### config.mk
export PLATFORM = sky130hd
export DESIGN_NAME = inst_assembler
export DESIGN_NICKNAME = d
export VERILOG_FILES = /design/src/rtl/inst_assembler_pkg.sv /design/src/rtl/inst_assembler_fifo.sv /design/src/rtl/inst_assembler.sv
export SDC_FILE = /design/constraint.sdc
export NUM_CORES = 1
export LEC_CHECK = 0
export CORE_UTILIZATION = 24
export CTS_CLUSTER_DIAMETER = 30
export CTS_CLUSTER_SIZE = 25
export DETAILED_ROUTE_END_ITERATION = 16
export PLACE_DENSITY = 0.53
export SYNTH_ARGS = -nofsm -noshare
export SYNTH_HDL_FRONTEND = slang
export SYNTH_SLANG_ARGS = --single-unit
### constraint.sdc
create_clock -name clk -period 2.45 [get_ports clk]
set_clock_uncertainty 0.15 [all_clocks]
set_input_delay 0.49 -clock clk [delete_from_list [all_inputs] [get_ports clk]]
set_output_delay 0.49 -clock clk [all_outputs]
set_load 0.01 [all_outputs]
### src/rtl/inst_assembler_pkg.sv
// Shared constants for the RV32I field-level encoder: optype codes (also used by
// the instruction decoder) and base opcodes.
package inst_assembler_pkg;

    localparam logic [2:0] OP_R = 3'd0;
    localparam logic [2:0] OP_I = 3'd1;
    localparam logic [2:0] OP_S = 3'd2;
    localparam logic [2:0] OP_B = 3'd3;
    localparam logic [2:0] OP_U = 3'd4;
    localparam logic [2:0] OP_J = 3'd5;

    localparam logic [6:0] OPC_LOAD   = 7'h03;
    localparam logic [6:0] OPC_OPIMM  = 7'h13;
    localparam logic [6:0] OPC_AUIPC  = 7'h17;
    localparam logic [6:0] OPC_STORE  = 7'h23;
    localparam logic [6:0] OPC_OP     = 7'h33;
    localparam logic [6:0] OPC_LUI    = 7'h37;
    localparam logic [6:0] OPC_BRANCH = 7'h63;
    localparam logic [6:0] OPC_JALR   = 7'h67;
    localparam logic [6:0] OPC_JAL    = 7'h6F;

endpackage

### src/rtl/inst_assembler_fifo.sv
// Small synchronous FIFO with a separate occupancy counter and a synchronous flush.
module sync_fifo #(
    parameter int WIDTH = 32,
    parameter int DEPTH = 4,
    localparam int PW   = $clog2(DEPTH),
    localparam int CW   = $clog2(DEPTH + 1)
) (
    input  logic             clk,
    input  logic             rst,
    input  logic             flush,
    input  logic             push,
    input  logic             pop,
    input  logic [WIDTH-1:0] din,
    output logic [WIDTH-1:0] dout,
    output logic             full,
    output logic             empty,
    output logic [CW-1:0]    count
);

    logic [WIDTH-1:0] mem [DEPTH];
    logic [PW-1:0]    wr_ptr, rd_ptr;
    logic             do_push, do_pop;

    assign full    = (count == CW'(DEPTH));
    assign empty   = (count == '0);
    assign do_push = push && !full && !flush;
    assign do_pop  = pop && !empty && !flush;
    assign dout    = mem[rd_ptr];

    // Storage is not reset; only pointers and occupancy matter.
    always_ff @(posedge clk) begin
        if (do_push) mem[wr_ptr] <= din;
    end

    always_ff @(posedge clk or posedge rst) begin
        if (rst) begin
            wr_ptr <= '0;
            rd_ptr <= '0;
            count  <= '0;
        end else if (flush) begin
            wr_ptr <= '0;
            rd_ptr <= '0;
            count  <= '0;
        end else begin
            if (do_push) wr_ptr <= wr_ptr + 1'b1;
            if (do_pop)  rd_ptr <= rd_ptr + 1'b1;
            count <= count + CW'(do_push) - CW'(do_pop);
        end
    end

endmodule

### src/rtl/inst_assembler.sv
// Packs decoded RV32I fields into instruction words, buffers them and streams
// them into IMEM at consecutive word addresses.
module inst_assembler
    import inst_assembler_pkg::*;
#(
    parameter int          DEPTH     = 4,
    parameter logic [31:0] BASE_ADDR = 32'h0000_0000,
    parameter int          MAX_WORDS = 1024,
    localparam int         WW        = $clog2(MAX_WORDS + 1)
) (
    input  logic          clk,
    input  logic          rst,
    input  logic          clear,
    input  logic          in_valid,
    output logic          in_ready,
    input  logic [2:0]    in_optype,
    input  logic [6:0]    in_opcode,
    input  logic [2:0]    in_funct3,
    input  logic [6:0]    in_funct7,
    input  logic [4:0]    in_rs1,
    input  logic [4:0]    in_rs2,
    input  logic [4:0]    in_rd,
    input  logic [31:0]   in_imm,
    output logic          mem_we,
    input  logic          mem_ready,
    output logic [31:0]   mem_addr,
    output logic [31:0]   mem_wdata,
    output logic [WW-1:0] words,
    output logic          done,
    output logic          err
);

    function automatic logic [31:0] pack_word(
        input logic [2:0]  t,
        input logic [6:0]  opc,
        input logic [2:0]  f3,
        input logic [6:0]  f7,
        input logic [4:0]  rs1,
        input logic [4:0]  rs2,
        input logic [4:0]  rd,
        input logic [31:0] imm
    );
        logic [31:0] w;
        w = '0;
        case (t)
            OP_R:    w = {f7, rs2, rs1, f3, rd, opc};
            OP_I:    w = {imm[11:0], rs1, f3, rd, opc};
            OP_S:    w = {imm[11:5], rs2, rs1, f3, imm[4:0], opc};
            OP_B:    w = {imm[12], imm[10:5], rs2, rs1, f3, imm[4:1], imm[11], opc};
            OP_U:    w = {imm[31:12], rd, opc};
            OP_J:    w = {imm[20], imm[10:1], imm[11], imm[19:12], rd, opc};
            default: w = '0;
        endcase
        return w;
    endfunction

    logic        fifo_full, fifo_empty;
    logic [31:0] fifo_dout, packed_word;
    logic [$clog2(DEPTH+1)-1:0] fifo_count_unused;
    logic        accept, bad, push, pop;

    // Undefined optypes and odd branch/jump offsets cannot be encoded.
    assign bad = (in_optype > OP_J) ||
                 (((in_optype == OP_B) || (in_optype == OP_J)) && in_imm[0]);

    assign in_ready    = !rst && !fifo_full && !done && !clear;
    assign accept      = in_valid && in_ready;
    assign push        = accept && !bad;
    assign mem_we      = !fifo_empty && !done;
    assign pop         = mem_we && mem_ready && !clear;
    assign mem_wdata   = mem_we ? fifo_dout : '0;
    assign mem_addr    = BASE_ADDR + (32'(words) << 2);
    assign packed_word = pack_word(in_optype, in_opcode, in_funct3, in_funct7,
                                   in_rs1, in_rs2, in_rd, in_imm);

    sync_fifo #(.WIDTH(32), .DEPTH(DEPTH)) u_fifo (
        .clk   (clk),
        .rst   (rst),
        .flush (clear),
        .push  (push),
        .pop   (pop),
        .din   (packed_word),
        .dout  (fifo_dout),
        .full  (fifo_full),
        .empty (fifo_empty),
        .count (fifo_count_unused)
    );

    always_ff @(posedge clk or posedge rst) begin
        if (rst) begin
            words <= '0;
            done  <= 1'b0;
            err   <= 1'b0;
        end else if (clear) begin
            words <= '0;
            done  <= 1'b0;
            err   <= 1'b0;
        end else begin
            if (pop) begin
                words <= words + 1'b1;
                if (words == WW'(MAX_WORDS - 1)) done <= 1'b1;
            end
            if (accept && bad) err <= 1'b1;
        end
    end

endmodule

==> metrics.txt, run 1 <==
io pins roughly 150; die area 29200 sq um; CTS tree done; clock buffer depth 2; Clock Sinks around 150; Crit path required time 1.81 ns; actual slew at the worst max-slew pin ~0.60 ns; DRC errors left 0; Synth top cells by count 128 x edfxtp_1, 39 x and2_1, 32 x buf_4, 32 x mux4_2, 27 x nor2_1; NumNets Final 710; first-pass GRT wire length 26100 um; core box area 27900 sq um; vias approximately 4300; fmax 385 MHz; synthesis-stage register bit count 148; final setup violation count 32; number of synthesized flops with an enable pin 128; Max-cap violations 0; hpwl dp 12000 um; CP max FO 7; WP data arrival ~2.0 ns; Final Wtd Congestion 0.771; TritonRoute pass-1 iters 4; Synth area leader edfxtp_1; YS warnings 0; RSZ-0062 raised after global routing true; Avg Cell Area, Syn 14.8 sq um; Synth Flop Type edfxtp_1; post-route ant nets 0; crit path kind reg2out; DRT iter0 DRCs 239; layout cell share with drive strength beyond 1 0.314; top-area cell type share of the netlist area 0.561; clock latency on the worst-skew pair 0.42 ns; cts bufs inserted 17; Tightest Hold Check Type in2async; Final Cycle Share 1.06; gr usage total 0.123; Slew Limit Fails 0; Synth area leaders edfxtp_1 56%, mux4_2 11%, dfrtp_1 7.3%; pin count of the biggest net entering global routing 25; site row count 61; Worst Setup Start Kind flip-flop; Max-slew headroom 0.595; chip width 171 um; M1 WL 7320 um; Seq/Total Area, Yosys 0.634; Max VDD drop 0.403 mV; starting density of the core 0.245; post-route insts no fill 1021; CTS root buffer clkbuf_16; Syn Inst Count 462; initial antenna violation count 0; Pwr Density 838 nW/um^2; setup ws final -0.145 ns; area grow syn2layout 40.7%; Buffers on Ports around 130; placed insts 973; ANT cells 0; Synth Cell Area 6850 sq um; Reg2Reg Setup Slack between 0.1 and 0.15 ns; WL per Instance approximately 17 um; most frequent cell after synthesis edfxtp_1; Place WS -0.324 ns; Lkg Pwr 3.50 nW; Final Routed Wirelength 17200 um; violated checks setup timing; number of global-route vias before repair approximately 4500; met2 WL post-DR 8670 um; Chip Height between 150 and 200 um; Hold-fix buffers, CTS 0; Clock Pin Slew Worst Setup and Hold Paths approximately 0.070 ns; highest metal used met4; GR Overflow Total 0; Final min period 2.60 ns; Post-synth ARST share 0.135; metal3 WL 973 um; status finished with violations; vias per inst 4.23; Yosys cell types 45; crit end category output pin; Fin. Hold Viols 0; CTS H-tree depth 4
[final timing paths]
| check | from | endpoint | cells after the start |
|---|---|---|---|
| max reg2reg | u_fifo.count[1]$_DFF_PP0_ | u_fifo.count[1]$_DFF_PP0_ | 10 |
| min reg2reg | err$_DFFE_PP0P_ | err$_DFFE_PP0P_ | 2 |
| min | rst | err$_DFFE_PP0P_ | 2 |
| min in group clk | err$_DFFE_PP0P_ | err$_DFFE_PP0P_ | 2 |
| max | u_fifo.rd_ptr[0]$_DFFE_PP0P_ | mem_wdata[20] | 5 |
| max in group asynchronous | rst | words[1]$_DFFE_PP0P_ | 3 |
[cell usage in the layout (no fill, tap or decap), types with 4 or more instances in the layout]
cell type / synthesis / final
a21oi_1: 11 / 11
a22o_1: 5 / 5
a22oi_1: 5 / 5
and2_1: 39 / 12
and2_4: 1 / 28
and3_2: 0 / 4
buf_12: 0 / 15
buf_2: 6 / 6
buf_4: 32 / 31
buf_6: 5 / 32
clkbuf_16: 0 / 17
clkdlybuf4s50_1: 0 / 94
conb_1: 1 / 21
dfrtp_1: 20 / 17
edfxtp_1: 128 / 128
ha_1: 7 / 7
inv_1: 18 / 18
inv_6: 0 / 5
mux2i_1: 7 / 7
mux4_2: 32 / 32
nand2_1: 25 / 25
nand3_1: 6 / 6
nor2_1: 27 / 26
nor4_2: 3 / 4
o21ai_0: 22 / 22
xnor2_1: 10 / 10
[worst max-delay path: stages (launching register included)]
cell     delay (ns)
dfrtp_2        0.43
buf_12         0.13
buf_12         0.13
mux4_2         0.55
and2_1         0.16
buf_2          0.13
[kinds of logic (layout without fill, tap and decap cells)]
| kind of cell | count (synthesis) | after routing | synth area share |
|---|---|---|---|
| adder cells (fa/ha/maj) | 8 | 8 | 0.0157 |
| AND/OR/NAND/NOR | 130 | 131 | 0.109 |
| buffers and inverters | 73 | 233 | 0.0643 |
| multiplexers | 41 | 41 | 0.119 |
| flip-flops | 148 | 148 | 0.634 |
| other | 1 | 21 | 0.000547 |
| XOR/XNOR | 13 | 13 | 0.0166 |
| AO/OA/AOI/OAI | 48 | 48 | 0.0411 |
[layer usage]
layer / global-route usage / vias to the layer above
li1: - / 2003
met1: 0.155 / 2172
met2: 0.209 / 132
met3: 0.0257 / 14
met4: 0.0408 / 0
met5: 0 / -
[layout make-up]
cell class	instances	area (sq um)
clock inverters	15	145
well taps	378	473
flip-flops and latches	148	4350
multi-input cells	262	2250
repair buffers	183	1920
clock buffers	17	425
fillers	2763	18300
inverters	18	67.6
[through the flow]
stage               utilization  area (sq um)  setup TNS (ns)  power [mW]  hold slack, ns
CTS                       0.344          9600           -4.29        8.13           0.256
floorplan                     -          6930               0        4.05           0.304
global placement          0.313          8740          -21.85        5.01           0.379
finish                    0.345          9640           -2.83        8.07           0.264
global route              0.345          9640           -5.18        8.45           0.296
detailed placement        0.313          8740          -25.08        5.02           0.389
[registers in the layout (all words and copies together), names as in the netlist]
name           cells
u_fifo.wr_ptr      2
done               1
u_fifo.rd_ptr      2
words             11
u_fifo.mem       128
u_fifo.count       3
err                1
[power breakdown]
group | internal (mW) | leakage (nW) | switching (mW)
sequential | 2.82 | 1.44 | 0.0507
clock | 1.35 | 0.280 | 1.13
combinational | 1.58 | 1.78 | 1.14
[timing repair]
item | CTS | global route
setup endpoints to repair | 34 | 34
pin swaps | 18 | 2
cloned | 2 | 0
setup buffers | 15 | 0
gates resized for setup | 190 | 16
Power figures use the tool's default switching activity.
==> run 2, diff against run 1 <==
- CAP_MARGIN: unset -> 0
- REMOVE_ABC_BUFFERS: unset -> 1
==> metrics.txt, run 2 (synthesized netlist as in run 1, its figures left out) <==
status finished with violations; violated checks setup timing; post-route insts no fill 1018; number of global-route vias before repair 4416; Slew Limit Fails 0; Clock Pin Slew Worst Setup and Hold Paths 0.06 ns; Hold-fix buffers, CTS 0; io pins approximately 150; CP max FO 6; GR Overflow Total 0; Largest regs u_fifo.mem (128), words (11), u_fifo.count (3); most common cell after layout, fill and taps aside edfxtp_1; die area 29200 sq um; Fin. Hold Viols 0; final setup violation count 31; final instance area between 9000 and 10000 sq um; Final Routed Wirelength 17300 um; RSZ-0062 raised after global routing true; post-route ant nets 0; largest reg by FF count u_fifo.mem; hpwl dp 12100 um; Pwr Density 834 nW/um^2; hold slack between 0.3 and 0.4 ns; WL per Instance 17.0 um; NumNets Final 706; Final Wtd Congestion 0.801; site row count 61; Crit path required time 1.81 ns; crit end category output pin; chip width 171 um; Place WS -0.282 ns; CTS H-tree depth 4; crit path kind reg2out; switching portion of total power 0.285; first-pass GRT wire length around 25000 um; Buffers on Ports around 130; Max-cap violations 0; gr usage total 0.120; DRT iter0 DRCs 205; clock buffer depth 2; Max VDD drop 0.386 mV; Largest register FFs 128; Power Total 8.02 mW; Final Cycle Share 1.03; final setup TNS -0.824 ns; Reg power frac 0.359; Gate power share 0.323; TritonRoute pass-1 iters 4; CTS root buffer clkbuf_16; initial antenna violation count 5; Chip Height between 150 and 200 um; DRC errors left 0; vias per inst 4.19; vias about 4300; Tightest Hold Check Type in2async; placed insts 975; Lkg Pwr between 3 and 4 nW; actual slew at the worst max-slew pin 0.510 ns; Worst Setup Start Kind flip-flop; cts bufs inserted 17; Final Core Density 0.345; setup ws final -0.0784 ns; WP data arrival 1.89 ns; Final min period ~2.5 ns; core box area 27900 sq um; switching pwr 2.28 mW; pin count of the biggest net entering global routing 34; Post-DP Area between 8000 and 9000 sq um; layout cell share with drive strength beyond 1 0.307; starting density of the core 0.245; P_int 5.74 mW; Clock Sinks roughly 150; CTS tree done; clock power share 0.319; area grow syn2layout 40.5%; clock latency on the worst-skew pair 0.41 ns; Max-slew headroom 0.656; fmax around 400 MHz; most frequent cells in the layout 128 x edfxtp_1, 95 x clkdlybuf4s50_1, 34 x buf_4
## run 2: cell types whose count changed in the layout (fill, tap and decap cells not counted), sizes merged
cell           delta
bufinv            +1
inv               +1
clkinv            -1
dlygate4sd2       -1
clkbuf            +1
diode             +1
clkinvlp          -1
clkdlybuf4s50     +1
buf               -4
nor2              -1
## run 2: power groups by stage
stage,sequential (mW),clock [mW],combinational (mW)
floorplan,3.01,0,0.884
global placement,2.94,0,2.12
detailed placement,2.94,0,2.14
CTS,2.87,2.62,2.41
global route,2.88,2.74,2.79
finish,2.88,2.56,2.59
## run 2: critical path, stage by stage, from the launching register on
cell and delay, ns:
dfrtp_2 0.37, buf_12 0.14, buf_12 0.13, mux4_2 0.54, and2_4 0.19, buf_6 0.11
## run 2: routing by layer
layer	wire length, um	track usage	vias to the layer above
met2	8850	0.209	124
met3	1130	0.0407	15
li1	-	-	1994
met5	27	0	-
met1	7210	0.143	2129
met4	101	0.0233	4
## run 2: area by class of cell
type                            instances  area (sq um)
Fill cell                            2749         18300
Sequential cell                       148          4350
Multi-Input combinational cell        261          2230
Timing Repair Buffer                  180          1910
Tap cell                              378           473
Clock buffer                           17           425
Clock inverter                         15           163
Inverter                               18          67.6
Antenna cell                            1          2.50
## run 2: path summary, 6_finish.rpt
check | startpoint | end | slack [ns] | depth (start not counted)
worst min register to register | err$_DFFE_PP0P_ | err$_DFFE_PP0P_ | 0.38 | 2
worst max-delay path | u_fifo.rd_ptr[0]$_DFFE_PP0P_ | mem_wdata[31] | -0.08 | 5
max in group asynchronous | rst | u_fifo.count[0]$_DFF_PP0_ | 1.56 | 3
min in group clk | err$_DFFE_PP0P_ | err$_DFFE_PP0P_ | 0.38 | 2
worst min-delay path | rst | words[10]$_DFFE_PP0P_ | 0.35 | 3
worst max register to register | u_fifo.count[2]$_DFF_PP0_ | u_fifo.count[2]$_DFF_PP0_ | 0.17 | 10
## run 2: timing repair
| action | CTS | global route |
|---|---|---|
| endpoints found under the hold margin | 0 | 0 |
| endpoints found under the setup margin | 34 | 33 |
| resized for setup | 169 | 27 |
| cloned | 2 | 1 |
| buffers inserted | 7 | 2 |
| pin swaps | 27 | 8 |
